### config.mk
export PLATFORM = sky130hd
export DESIGN_NAME = spi_flash_init_seq
export DESIGN_NICKNAME = d
export VERILOG_FILES = /design/src/rtl/spi_flash_init_seq.sv
export SDC_FILE = /design/constraint.sdc
export NUM_CORES = 1
export LEC_CHECK = 0
export CAP_MARGIN = 40
export CORE_MARGIN = 5
export CORE_UTILIZATION = 60
export DETAILED_ROUTE_END_ITERATION = 6
export GPL_ROUTABILITY_DRIVEN = 0
export PLACE_DENSITY = 0.78
export SETUP_SLACK_MARGIN = 0.1
export SLEW_MARGIN = 20
export SYNTH_ARGS = -nofsm -noshare
export SYNTH_HDL_FRONTEND = slang
export SYNTH_SLANG_ARGS = --single-unit
### constraint.sdc
create_clock -name clk -period 6 [get_ports clk]
set_input_delay 1.2 -clock clk [delete_from_list [all_inputs] [get_ports clk]]
set_output_delay 1.2 -clock clk [all_outputs]
set_load 0.01 [all_outputs]
### src/rtl/spi_flash_init_seq.sv
// Power-up sequencer for the SPI flash: waits out power-up, sends Reset-Enable/Reset,
// then polls the status register until WIP clears (init_done) or polls run out (init_error).
module spi_flash_init_seq #(
    parameter int CLK_DIV        = 2,
    parameter int POWERUP_CYCLES = 1024,
    parameter int CS_HIGH_CYCLES = 4,
    parameter int RESET_CYCLES   = 2048,
    parameter int MAX_POLLS      = 255
) (
    input  logic clk,
    input  logic rst_n,
    input  logic init_mode,
    output logic init_done,
    output logic init_error,
    output logic spi_sck,
    output logic spi_cs_n,
    output logic spi_mosi,
    input  logic spi_miso
);
    localparam int WAIT_MAX_A = (POWERUP_CYCLES > RESET_CYCLES) ? POWERUP_CYCLES : RESET_CYCLES;
    localparam int WAIT_MAX   = (WAIT_MAX_A > CS_HIGH_CYCLES) ? WAIT_MAX_A : CS_HIGH_CYCLES;
    localparam int WAIT_W     = $clog2(WAIT_MAX + 1);
    localparam int DIV_W      = $clog2(CLK_DIV + 1);
    localparam int POLL_W     = $clog2(MAX_POLLS + 1);

    localparam logic [7:0] OP_RSTEN = 8'h66;
    localparam logic [7:0] OP_RST   = 8'h99;
    localparam logic [7:0] OP_RDSR  = 8'h05;

    typedef enum logic [3:0] {
        S_IDLE, S_POWERUP, S_CMD_RSTEN, S_GAP1, S_CMD_RST,
        S_RST_WAIT, S_POLL, S_POLL_GAP, S_DONE, S_ERROR
    } state_t;

    state_t              state, state_d;
    logic [WAIT_W-1:0]   wait_cnt, wait_d;
    logic [DIV_W-1:0]    div_cnt, div_d;
    logic [5:0]          half_cnt, half_d, last_half;
    logic [15:0]         tx_sr, tx_d;
    logic [7:0]          rx_sr, rx_d;
    logic [POLL_W-1:0]   poll_cnt, poll_d, poll_inc;
    logic                start_frame, in_frame;
    logic [7:0]          start_op;
    logic                cs_n_d, sck_d, mosi_d;

    always_comb begin
        state_d     = state;
        wait_d      = wait_cnt;
        div_d       = div_cnt;
        half_d      = half_cnt;
        tx_d        = tx_sr;
        rx_d        = rx_sr;
        poll_d      = poll_cnt;
        start_frame = 1'b0;
        start_op    = OP_RDSR;
        in_frame    = 1'b0;
        cs_n_d      = 1'b1;
        sck_d       = 1'b0;
        mosi_d      = 1'b0;
        poll_inc    = (poll_cnt == POLL_W'(MAX_POLLS)) ? poll_cnt : poll_cnt + POLL_W'(1);
        last_half   = (state == S_POLL) ? 6'd32 : 6'd16;

        case (state)
            S_IDLE: begin
                if (init_mode) begin
                    state_d = S_POWERUP;
                    wait_d  = WAIT_W'(POWERUP_CYCLES - 1);
                end
            end
            S_POWERUP, S_GAP1, S_RST_WAIT, S_POLL_GAP: begin
                if (!init_mode) begin
                    state_d = S_IDLE;
                end else if (wait_cnt == '0) begin
                    start_frame = 1'b1;
                    case (state)
                        S_POWERUP: begin state_d = S_CMD_RSTEN; start_op = OP_RSTEN; end
                        S_GAP1:    begin state_d = S_CMD_RST;   start_op = OP_RST;   end
                        S_RST_WAIT: begin state_d = S_POLL; poll_d = '0; end
                        default:   state_d = S_POLL;
                    endcase
                end else begin
                    wait_d = wait_cnt - WAIT_W'(1);
                end
            end
            S_CMD_RSTEN, S_CMD_RST, S_POLL: begin
                in_frame = 1'b1;
                if (div_cnt != DIV_W'(CLK_DIV - 1)) begin
                    div_d = div_cnt + DIV_W'(1);
                end else if (half_cnt != last_half) begin
                    // Odd half-periods are SCK high: shift out on the fall, sample MISO on the rise.
                    div_d  = '0;
                    half_d = half_cnt + 6'd1;
                    if (!half_d[0])
                        tx_d = {tx_sr[14:0], 1'b0};
                    else if (half_cnt >= 6'd16)
                        rx_d = {rx_sr[6:0], spi_miso};
                end else begin
                    in_frame = 1'b0;
                    case (state)
                        S_CMD_RSTEN: begin
                            state_d = init_mode ? S_GAP1 : S_IDLE;
                            wait_d  = WAIT_W'(CS_HIGH_CYCLES - 1);
                        end
                        S_CMD_RST: begin
                            state_d = init_mode ? S_RST_WAIT : S_IDLE;
                            wait_d  = WAIT_W'(RESET_CYCLES - 1);
                        end
                        default: begin
                            poll_d = poll_inc;
                            wait_d = WAIT_W'(CS_HIGH_CYCLES - 1);
                            if (!init_mode)                          state_d = S_IDLE;
                            else if (!rx_sr[0])                      state_d = S_DONE;
                            else if (poll_inc == POLL_W'(MAX_POLLS)) state_d = S_ERROR;
                            else                                     state_d = S_POLL_GAP;
                        end
                    endcase
                end
            end
            default: ;
        endcase

        if (start_frame) begin
            div_d  = '0;
            half_d = '0;
            tx_d   = {start_op, 8'h00};
            rx_d   = '0;
        end
        if (start_frame || in_frame) begin
            cs_n_d = 1'b0;
            sck_d  = half_d[0];
            mosi_d = tx_d[15];
        end
    end

    always_ff @(posedge clk or negedge rst_n) begin
        if (!rst_n) begin
            state      <= S_IDLE;
            wait_cnt   <= '0;
            div_cnt    <= '0;
            half_cnt   <= '0;
            tx_sr      <= '0;
            rx_sr      <= '0;
            poll_cnt   <= '0;
            spi_cs_n   <= 1'b1;
            spi_sck    <= 1'b0;
            spi_mosi   <= 1'b0;
            init_done  <= 1'b0;
            init_error <= 1'b0;
        end else begin
            state      <= state_d;
            wait_cnt   <= wait_d;
            div_cnt    <= div_d;
            half_cnt   <= half_d;
            tx_sr      <= tx_d;
            rx_sr      <= rx_d;
            poll_cnt   <= poll_d;
            spi_cs_n   <= cs_n_d;
            spi_sck    <= sck_d;
            spi_mosi   <= mosi_d;
            init_done  <= (state == S_DONE);
            init_error <= (state == S_ERROR);
        end
    end
endmodule
==> impl_metrics.tcl, run 1 <==
set metrics [dict create \
    status "finished clean" \
    postCtsSetupRepairBufs 0 \
    leakage_uw 0.00136 \
    dp_slack_ns 2.54 \
    grt_first_pass_wirelength_mm 11.2 \
    grt_pass1_vias 2409 \
    clk_path_buf_depth 2 \
    wl_mm 6.42 \
    first_pass_iters 7 \
    n_antenna_cell 0 \
    pin_count 9 \
    slowest_delay_ns 0.62 \
    die_h_um 81.1 \
    hp-class "flop to flop" \
    fillers 394 \
    maxCapViolCount 0 \
    min_period_ns 3.17 \
    period_share 0.529 \
    syn-num-nets 344 \
    dpl.hpwl_mm 4.33 \
    required_ns 6.21 \
    htree_num_levels 2 \
    syn_avg_cell_area_um2 9.05 \
    postRouteAntennaNets 0 \
    row_count 25 \
    setup_ws_ns 2.83 \
    crit_type "primary input to flop" \
    num_vias 2583 \
    routedWlPerCell_um 16.0 \
    viasPerCell 6.44 \
    cp-end-kind "flop" \
    cts-root-buf "clkbuf_8" \
    worst_setup_path_start_kind "primary input" \
    yosys_register_bits 53 \
    drive_above_1_share 0.0838 \
    setup_viol 0 \
    ys_seq_area_frac 0.438 \
    p_per_area_nw_per_um2 346 \
    fin_nets 342 \
    ctsHoldBuffers 0 \
    fin_setup_tns_ns 0 \
    worstPathArrival_ns 3.38 \
    die_area_um2 6580 \
    path_max_fanout 12 \
    netlist_instances 335 \
    cts_tree "yes" \
    synth_edf_count 0 \
    fmax_mhz 315 \
    start_util 0.630 \
    clkTransAtPathRegs_ns 0.10 \
    irDropWorstVdd_v 0.000172 \
    coreArea_um2 4820 \
    antenna_found_initial 0 \
    drt_iter0_markers 260 \
    cts-resized-gates 0 \
    async_flop_share 1.00 \
    rsz0062_at_grt "false" \
    cp_top_family "simple AND/OR/NAND/NOR gates" \
    grt_max_degree 54 \
    slew_viol_final 0 \
    utilization 0.671 \
    numCtsBuffers 5 \
    track_usage 0.215 \
    path_buf_inv 1 \
    portBuffers 8 \
    maxSlewHeadroom 0.462 \
    cpMaxStageDelayCell "clkdlybuf4s50_1" \
    clk_latency_ns 0.32 \
    hold_viol 0 \
    synthFlopType "dfrtp_1" \
    cts.sinks 53 \
    area_delta_synth_final_pct 6.56 \
    path_cells "clkdlybuf4s50_1 -> nor4_1 -> nor2_1 -> nand3_2 -> mux2_1" \
    fin_skew_ns 0.0125 \
    fin_hold_ws_ns 0.498 \
    syn_area_um2 3030 \
    grt_overflow 0 \
    yosys_warnings 0 \
    fp.dieW_um 81.1 \
    drcViolationCount 0 \
    worst_pin_slew_ns 0.807 \
    synth_cell_types 57 \
]
==> stage by stage <==
stage	std cells	power, µW	instance area [µm²]
global placement	391	892	3120
detailed placement	392	905	3130
CTS	400	1120	3220
finish	401	1120	3230
floorplan	335	810	3030
global route	401	1200	3230
==> area by class of cell <==
type	count	area [µm²]	share of cell area
clock inverters	3	25.0	0.00774
repair buffers	13	116	0.0360
clock buffers	5	68.8	0.0213
flip-flops and latches	53	1330	0.411
multi-input cells	240	1540	0.475
inverters	20	75.1	0.0232
well taps	67	83.8	0.0259
==> worst paths after layout <==
| path | start | to | slack (ns) | cells after the start |
|---|---|---|---|---|
| max | init_mode | wait_cnt[0]$_DFFE_PN0P_ | 2.83 | 5 |
| min | div_cnt[1]$_DFFE_PN0P_ | div_cnt[1]$_DFFE_PN0P_ | 0.50 | 1 |
| max reg2reg | state[0]$_DFFE_PN0P_ | poll_cnt[5]$_DFFE_PN0P_ | 3.36 | 6 |
| min reg2reg | div_cnt[1]$_DFFE_PN0P_ | div_cnt[1]$_DFFE_PN0P_ | 0.50 | 1 |
| max in group asynchronous | rst_n | half_cnt[4]$_DFFE_PN0P_ | 4.57 | 2 |
| min in group asynchronous | rst_n | wait_cnt[1]$_DFFE_PN0P_ | 0.99 | 2 |
==> Yosys cell counts (all sizes together) (3+ instances only) <==
cell type,count,area share
dfrtp,52,0.43
nor2,28,0.035
a21oi,25,0.041
nand3,24,0.041
o21ai,22,0.036
inv,20,0.025
a31oi,16,0.033
clkbuf,16,0.020
nand2,16,0.020
and3,11,0.023
nor3,8,0.017
o2bb2ai,8,0.023
mux2i,7,0.024
nand4,7,0.014
o31ai,7,0.024
buf,6,0.012
nor2b,6,0.012
ha,5,0.021
o211ai,5,0.014
a41oi,3,0.0087
nand2b,3,0.0062
nor4,3,0.0082
nor4b,3,0.011
o22ai,3,0.0062
xor2,3,0.0087
==> layout by cell type, fill, tap and decap left out, types with 2 or more instances in the layout <==
cell type / n
inv_6: 2
nor3_1: 6
o31ai_1: 5
nand2_1: 16
xor2_1: 3
a21oi_1: 25
nor2_1: 28
o22ai_1: 3
mux2i_1: 6
inv_1: 20
o32a_1: 2
and2_1: 2
a31oi_1: 16
nand4_1: 7
dfrtp_1: 52
nand3_1: 23
o21ai_0: 22
a41oi_1: 3
buf_4: 4
o21a_1: 2
a41o_1: 2
nor3_2: 2
a2111oi_0: 2
clkdlybuf4s50_1: 7
nor4b_1: 2
nor4_1: 2
ha_1: 5
and3_1: 11
nand2b_1: 3
o211ai_1: 4
nor2b_1: 6
clkbuf_8: 5
o2bb2ai_1: 8
==> power by group <==
| part | total [µW] | switching (µW) | internal [µW] | leakage [µW] |
|---|---|---|---|---|
| logic | 385 | 238 | 147 | 0.000665 |
| clock network | 214 | 128 | 85.3 | 0.0000452 |
| registers | 520 | 95.1 | 425 | 0.000651 |
| total | 1120 | 461 | 658 | 0.00136 |
==> registers in the layout, summed over array words and instances (netlist names) <==
signal and count:
tx_sr 15, wait_cnt 12, poll_cnt 8, half_cnt 6, state 4, div_cnt 2, init_done 1, init_error 1
rx_sr 1, spi_cs_n 1, spi_mosi 1, spi_sck 1
==> cell families (layout without fill, tap and decap cells) <==
family,Yosys count,count (layout),share of synthesized area
simple gates,116,116,0.205
compound gates,106,106,0.236
flops,53,53,0.438
buf+inv,42,41,0.0561
mux,9,9,0.0330
fa+ha+maj,5,5,0.0206
xor+xnor,4,4,0.0116
==> worst reg2reg max path: stages, from the launching register on <==
cell      delay [ns]
dfrtp_1         0.84
and4bb_4        0.38
mux2i_2         0.22
o31ai_4         0.28
buf_4           0.31
and3_1          0.39
a31oi_1         0.13
==> metal layers <==
metal	vias to the layer above	track usage	share of wire
met5	-	0	0
met4	0	0.0895	0.017
met3	13	0.0421	0.055
met2	97	0.343	0.48
met1	1243	0.286	0.44
li1	1230	-	-
Note: power is estimated with default switching activity, not from simulation.
==> run 2: changes to the inputs <==
- CORE_UTILIZATION: 60 -> 55
- PLACE_DENSITY: 0.78 -> 0.75
- clock period: 6 -> 2.8 ns (I/O delays scaled with it)
==> impl_metrics.tcl, run 2 (synthesized netlist as in run 1, its figures left out) <==
set metrics [dict create \
    largest_register_ffs 15 \
    p_per_area_nw_per_um2 737 \
    min_period_ns 2.33 \
    postCtsSetupRepairBufs 0 \
    cts-resized-gates 0 \
    clk_path_buf_depth 2 \
    top_register "tx_sr" \
    irDropWorstVdd_v 0.000341 \
    coreArea_um2 5440 \
    leakage_uw 0.00142 \
    fin_skew_ns 0.00858 \
    cpMaxStageDelayCell "or2_0" \
    maxSlewHeadroom 0.554 \
    dpl.hpwl_mm 4.57 \
    num_vias 2597 \
    wl_mm 6.50 \
    setup_ws_ns 0.470 \
    ctsHoldBuffers 0 \
    cts_tree "yes" \
    n_antenna_cell 0 \
    portBuffers 8 \
    crit_type "flop to flop" \
    pin_count 9 \
    fin_nets 355 \
    worst_pin_slew_ns 0.669 \
    die_area_um2 7100 \
    worst_setup_path_start_kind "flop" \
    antenna_found_initial 0 \
    path_cells "inv_1 -> ha_1 -> nor4b_2 -> nand4_1 -> or2_0 -> buf_4 -> nor2_1 -> a21oi_1" \
    start_util 0.558 \
    dp_slack_ns 0.316 \
    rsz0062_at_grt "false" \
    postRouteAntennaNets 0 \
    maxCapViolCount 0 \
    fin_setup_tns_ns 0 \
    required_ns 2.99 \
    status "finished clean" \
    hold_viol 0 \
    cp_top_family "simple AND/OR/NAND/NOR gates" \
    routedWlPerCell_um 15.5 \
    path_buf_inv 2 \
    cp-end-kind "flop" \
    fp.dieW_um 84.3 \
    grt_first_pass_wirelength_mm 11.4 \
    fin_hold_ws_ns 0.357 \
    die_h_um 84.3 \
    drive_above_1_share 0.112 \
    htree_num_levels 2 \
    slowest_delay_ns 0.47 \
    grt_max_degree 54 \
    crit_start "wait_cnt[0]$_DFFE_PN0P_" \
    area_delta_synth_final_pct 9.45 \
    fmax_mhz 429 \
    worstPathArrival_ns 2.52 \
    slew_viol_final 0 \
    hp-class "primary input to asynchronous set/reset pin" \
    stdcell_count 419 \
    cts-root-buf "clkbuf_8" \
    dp_cells 411 \
    place_area_um2 3240 \
    row_count 27 \
    grt_pass1_vias 2394 \
    clkTransAtPathRegs_ns 0.09 \
    path_max_fanout 10 \
    fillers 474 \
    r2r-start "wait_cnt[0]$_DFFE_PN0P_" \
    track_usage 0.195 \
    setup_viol 0 \
    viasPerCell 6.20 \
    most-common-layout-cells "52 x dfrtp_1, 28 x nor2_1, 25 x a21oi_1, 23 x nand3_1, 22 x o21ai_0" \
    numCtsBuffers 5 \
    first_pass_iters 5 \
    drcViolationCount 0 \
    stdcell_area_um2 3320 \
    period_share 0.832 \
    grt_overflow 0 \
    top_regs "tx_sr: 15 flops, wait_cnt: 12 flops, poll_cnt: 8 flops" \
    drt_iter0_markers 224 \
    cts.sinks 53 \
    clk_latency_ns 0.31 \
    layout_commonest_cell "dfrtp_1" \
]
-- run 2: path summary, 6_finish.rpt --
kind,endpoint,slack (ns),depth (start not counted)
max,tx_sr[12]$_DFFE_PN0P_,0.47,8
min,wait_cnt[2]$_DFFE_PN0P_,0.36,2
max reg2reg,tx_sr[12]$_DFFE_PN0P_,0.47,8
min reg2reg,div_cnt[1]$_DFFE_PN0P_,0.49,1
max in group asynchronous,wait_cnt[8]$_DFFE_PN0P_,1.99,2
min in group clk,div_cnt[1]$_DFFE_PN0P_,0.49,1
-- run 2: layout make-up --
cell class | instances | area, µm² | share of cell area
Clock inverter | 1 | 5.00 | 0.00151
Tap cell | 72 | 90.1 | 0.0271
Inverter | 20 | 75.1 | 0.0226
Multi-Input combinational cell | 240 | 1540 | 0.462
Sequential cell | 53 | 1330 | 0.400
Timing Repair Buffer | 26 | 210 | 0.0633
Clock buffer | 7 | 76.3 | 0.0230
-- run 2: through the flow --
stage | total power [µW] | util
after floorplan | 1740 | -
after global placement | 2010 | 0.595
after detailed placement | 2030 | 0.595
after CTS | 2450 | 0.610
after global routing | 2640 | 0.610
final | 2450 | 0.610
-- run 2: per-layer routing --
layer  global-route usage  vias to the layer above  part of all wire
li1                     -                     1260                 -
met1                0.270                     1239              0.46
met2                0.311                       85              0.48
met3               0.0304                       13             0.051
met4               0.0658                        0             0.016
met5                    0                        -                 0
-- run 2: power breakdown --
part	switching, µW	internal [µW]
Clock	245	176
Sequential	157	912
Combinational	577	380
Total	979	1470
==> run 3: changes to the inputs <==
- clock period: 2.8 -> 1.9 ns (I/O delays scaled with it)
==> impl_metrics.tcl, run 3 (synthesized netlist as in run 1, its figures left out) <==
set metrics [dict create \
    cp-end-kind "flop" \
    layout_commonest_cell "dfrtp_1" \
    grt_overflow 0 \
    wl_mm 8.92 \
    fin_skew_ns 0.0116 \
    rsz0062_at_grt "true" \
    top_regs "tx_sr: 15 flops, wait_cnt: 12 flops, poll_cnt: 8 flops" \
    pin_count 9 \
    clkTransAtPathRegs_ns 0.11 \
    grt_pass1_vias 3005 \
    power.net_switching_uw 1850 \
    met1Wirelength_mm 3.61 \
    drive_above_1_share 0.387 \
    hold_viol 0 \
    path_max_fanout 8 \
    largest_register_ffs 15 \
    viasPerCell 6.29 \
    coreArea_um2 5440 \
    routedWlPerCell_um 18.7 \
    top_register "tx_sr" \
    grt_max_degree 45 \
    antenna_found_initial 0 \
    p_per_area_nw_per_um2 1050 \
    drcViolationCount 0 \
    period_share 1.04 \
    worst_setup_path_start_kind "flop" \
    met3_wirelength_um 429 \
    crit_type "flop to flop" \
    clk_latency_ns 0.32 \
    num_vias 3009 \
    clk_path_buf_depth 2 \
    p_seq_frac 0.344 \
    slew_viol_final 0 \
    violations "negative setup slack" \
    p_clk_frac 0.157 \
    fin_hold_ws_ns 0.444 \
    drt_iter0_markers 275 \
    path_cells "and4bb_4 -> mux2i_4 -> o31ai_4 -> buf_6 -> buf_8 -> and3_4 -> a31o_4" \
    cts_tree "yes" \
    grt_first_pass_wirelength_mm 14.2 \
    fillers 322 \
    most-common-layout-cells "52 x dfrtp_1, 51 x buf_4, 20 x nor2_1, 20 x buf_6, 18 x inv_1" \
    cts-root-buf "clkbuf_8" \
    slowest_delay_ns 0.39 \
    postRouteAntennaNets 0 \
    htree_num_levels 2 \
    p_int_uw 2670 \
    worst_pin_slew_ns 0.474 \
    cpMaxStageDelayCell "dfrtp_1" \
    area_delta_synth_final_pct 42.5 \
    portBuffers 8 \
    leakage_uw 0.00180 \
    finalPower_uw 4520 \
    maxSlewHeadroom 0.680 \
    maxCapViolCount 0 \
    first_pass_iters 5 \
    die_area_um2 7100 \
    min_period_ns 1.98 \
    hp-class "primary input to asynchronous set/reset pin" \
    fmax_mhz 505 \
    irDropWorstVdd_v 0.000731 \
    switching_share 0.410 \
    top_layer "met4" \
    numCtsBuffers 5 \
    fin_nets 414 \
    status "finished, violations left" \
    track_usage 0.243 \
    setup_viol 9 \
    start_util 0.558 \
    combPwrFrac 0.499 \
    row_count 27 \
    worstPathArrival_ns 2.19 \
    met2_length_mm 4.59 \
    n_antenna_cell 0 \
    die_h_um 84.3 \
    cts.sinks 53 \
    fp.dieW_um 84.3 \
    setup_ws_ns -0.0821 \
    required_ns 2.11 \
    dpl.hpwl_mm 5.49 \
]
[run 3: area by class of cell]
cell class | instances | area (µm²) | share of cell area
clock inverters | 2 | 16.3 | 0.00376
well taps | 72 | 90.1 | 0.0208
repair buffers | 85 | 788 | 0.182
inverters | 20 | 75.1 | 0.0174
flip-flops and latches | 53 | 1330 | 0.307
clock buffers | 6 | 82.6 | 0.0191
multi-input cells | 240 | 1940 | 0.449
[run 3: power by group through the flow]
| stage | combinational, µW | sequential (µW) | clock, µW |
|---|---|---|---|
| global placement | 1740 | 1540 | 0 |
| finish | 2260 | 1550 | 710 |
| global route | 2440 | 1580 | 777 |
| floorplan | 1100 | 1520 | 0 |
| CTS | 2000 | 1540 | 715 |
| detailed placement | 1800 | 1550 | 0 |
[run 3: repair_timing]
| item | CTS | global route |
|---|---|---|
| buffers inserted | 5 | 7 |
| hold endpoints to repair | 8 | 0 |
| endpoints found under the setup margin | 49 | 50 |
| pin swaps | 16 | 25 |
| resized for setup | 49 | 51 |
| hold buffers | 1 | 0 |
| cloned | 1 | 1 |
[run 3: path summary, 6_finish.rpt]
kind,end,slack [ns],cells past startpoint,startpoint
setup / recovery,state[3]$_DFFE_PN0P_,-0.08,7,state[3]$_DFFE_PN0P_
hold / removal,half_cnt[3]$_DFFE_PN0P_,0.44,2,rst_n
setup reg to reg,state[3]$_DFFE_PN0P_,-0.08,7,state[3]$_DFFE_PN0P_
hold reg to reg,div_cnt[1]$_DFFE_PN0P_,0.49,1,div_cnt[1]$_DFFE_PN0P_
max in group asynchronous,wait_cnt[5]$_DFFE_PN0P_,0.94,3,rst_n
min in group clk,div_cnt[1]$_DFFE_PN0P_,0.49,1,div_cnt[1]$_DFFE_PN0P_
[run 3: per-stage QoR]
step / TNS, ns / setup WS, ns / instance area [µm²] / utilization / instances
global route: -1.59 / -0.122 / 4320 / 0.795 / 478
detailed placement: -0.747 / -0.120 / 3650 / 0.671 / 455
floorplan: -0.00934 / -0.00839 / 3140 / - / 335
global placement: -0.166 / -0.0600 / 3650 / 0.671 / 455
CTS: -0.0154 / -0.00742 / 4010 / 0.737 / 470
finish: -0.248 / -0.0821 / 4320 / 0.795 / 478
[run 3: worst max-delay path: cells and delay by family (launching register included)]
family / cells / cell delay (ns)
flip-flops: 1 / 0.39
multiplexers: 1 / 0.37
AND/OR/NAND/NOR: 2 / 0.52
AO/OA/AOI/OAI: 2 / 0.30
buffers and inverters: 2 / 0.30
[run 3: routing by layer]
| metal | vias up | GRT usage |
|---|---|---|
| li1 | 1378 | - |
| met2 | 123 | 0.422 |
| met5 | - | 0 |
| met3 | 33 | 0.0363 |
| met4 | 0 | 0.0848 |
| met1 | 1475 | 0.309 |
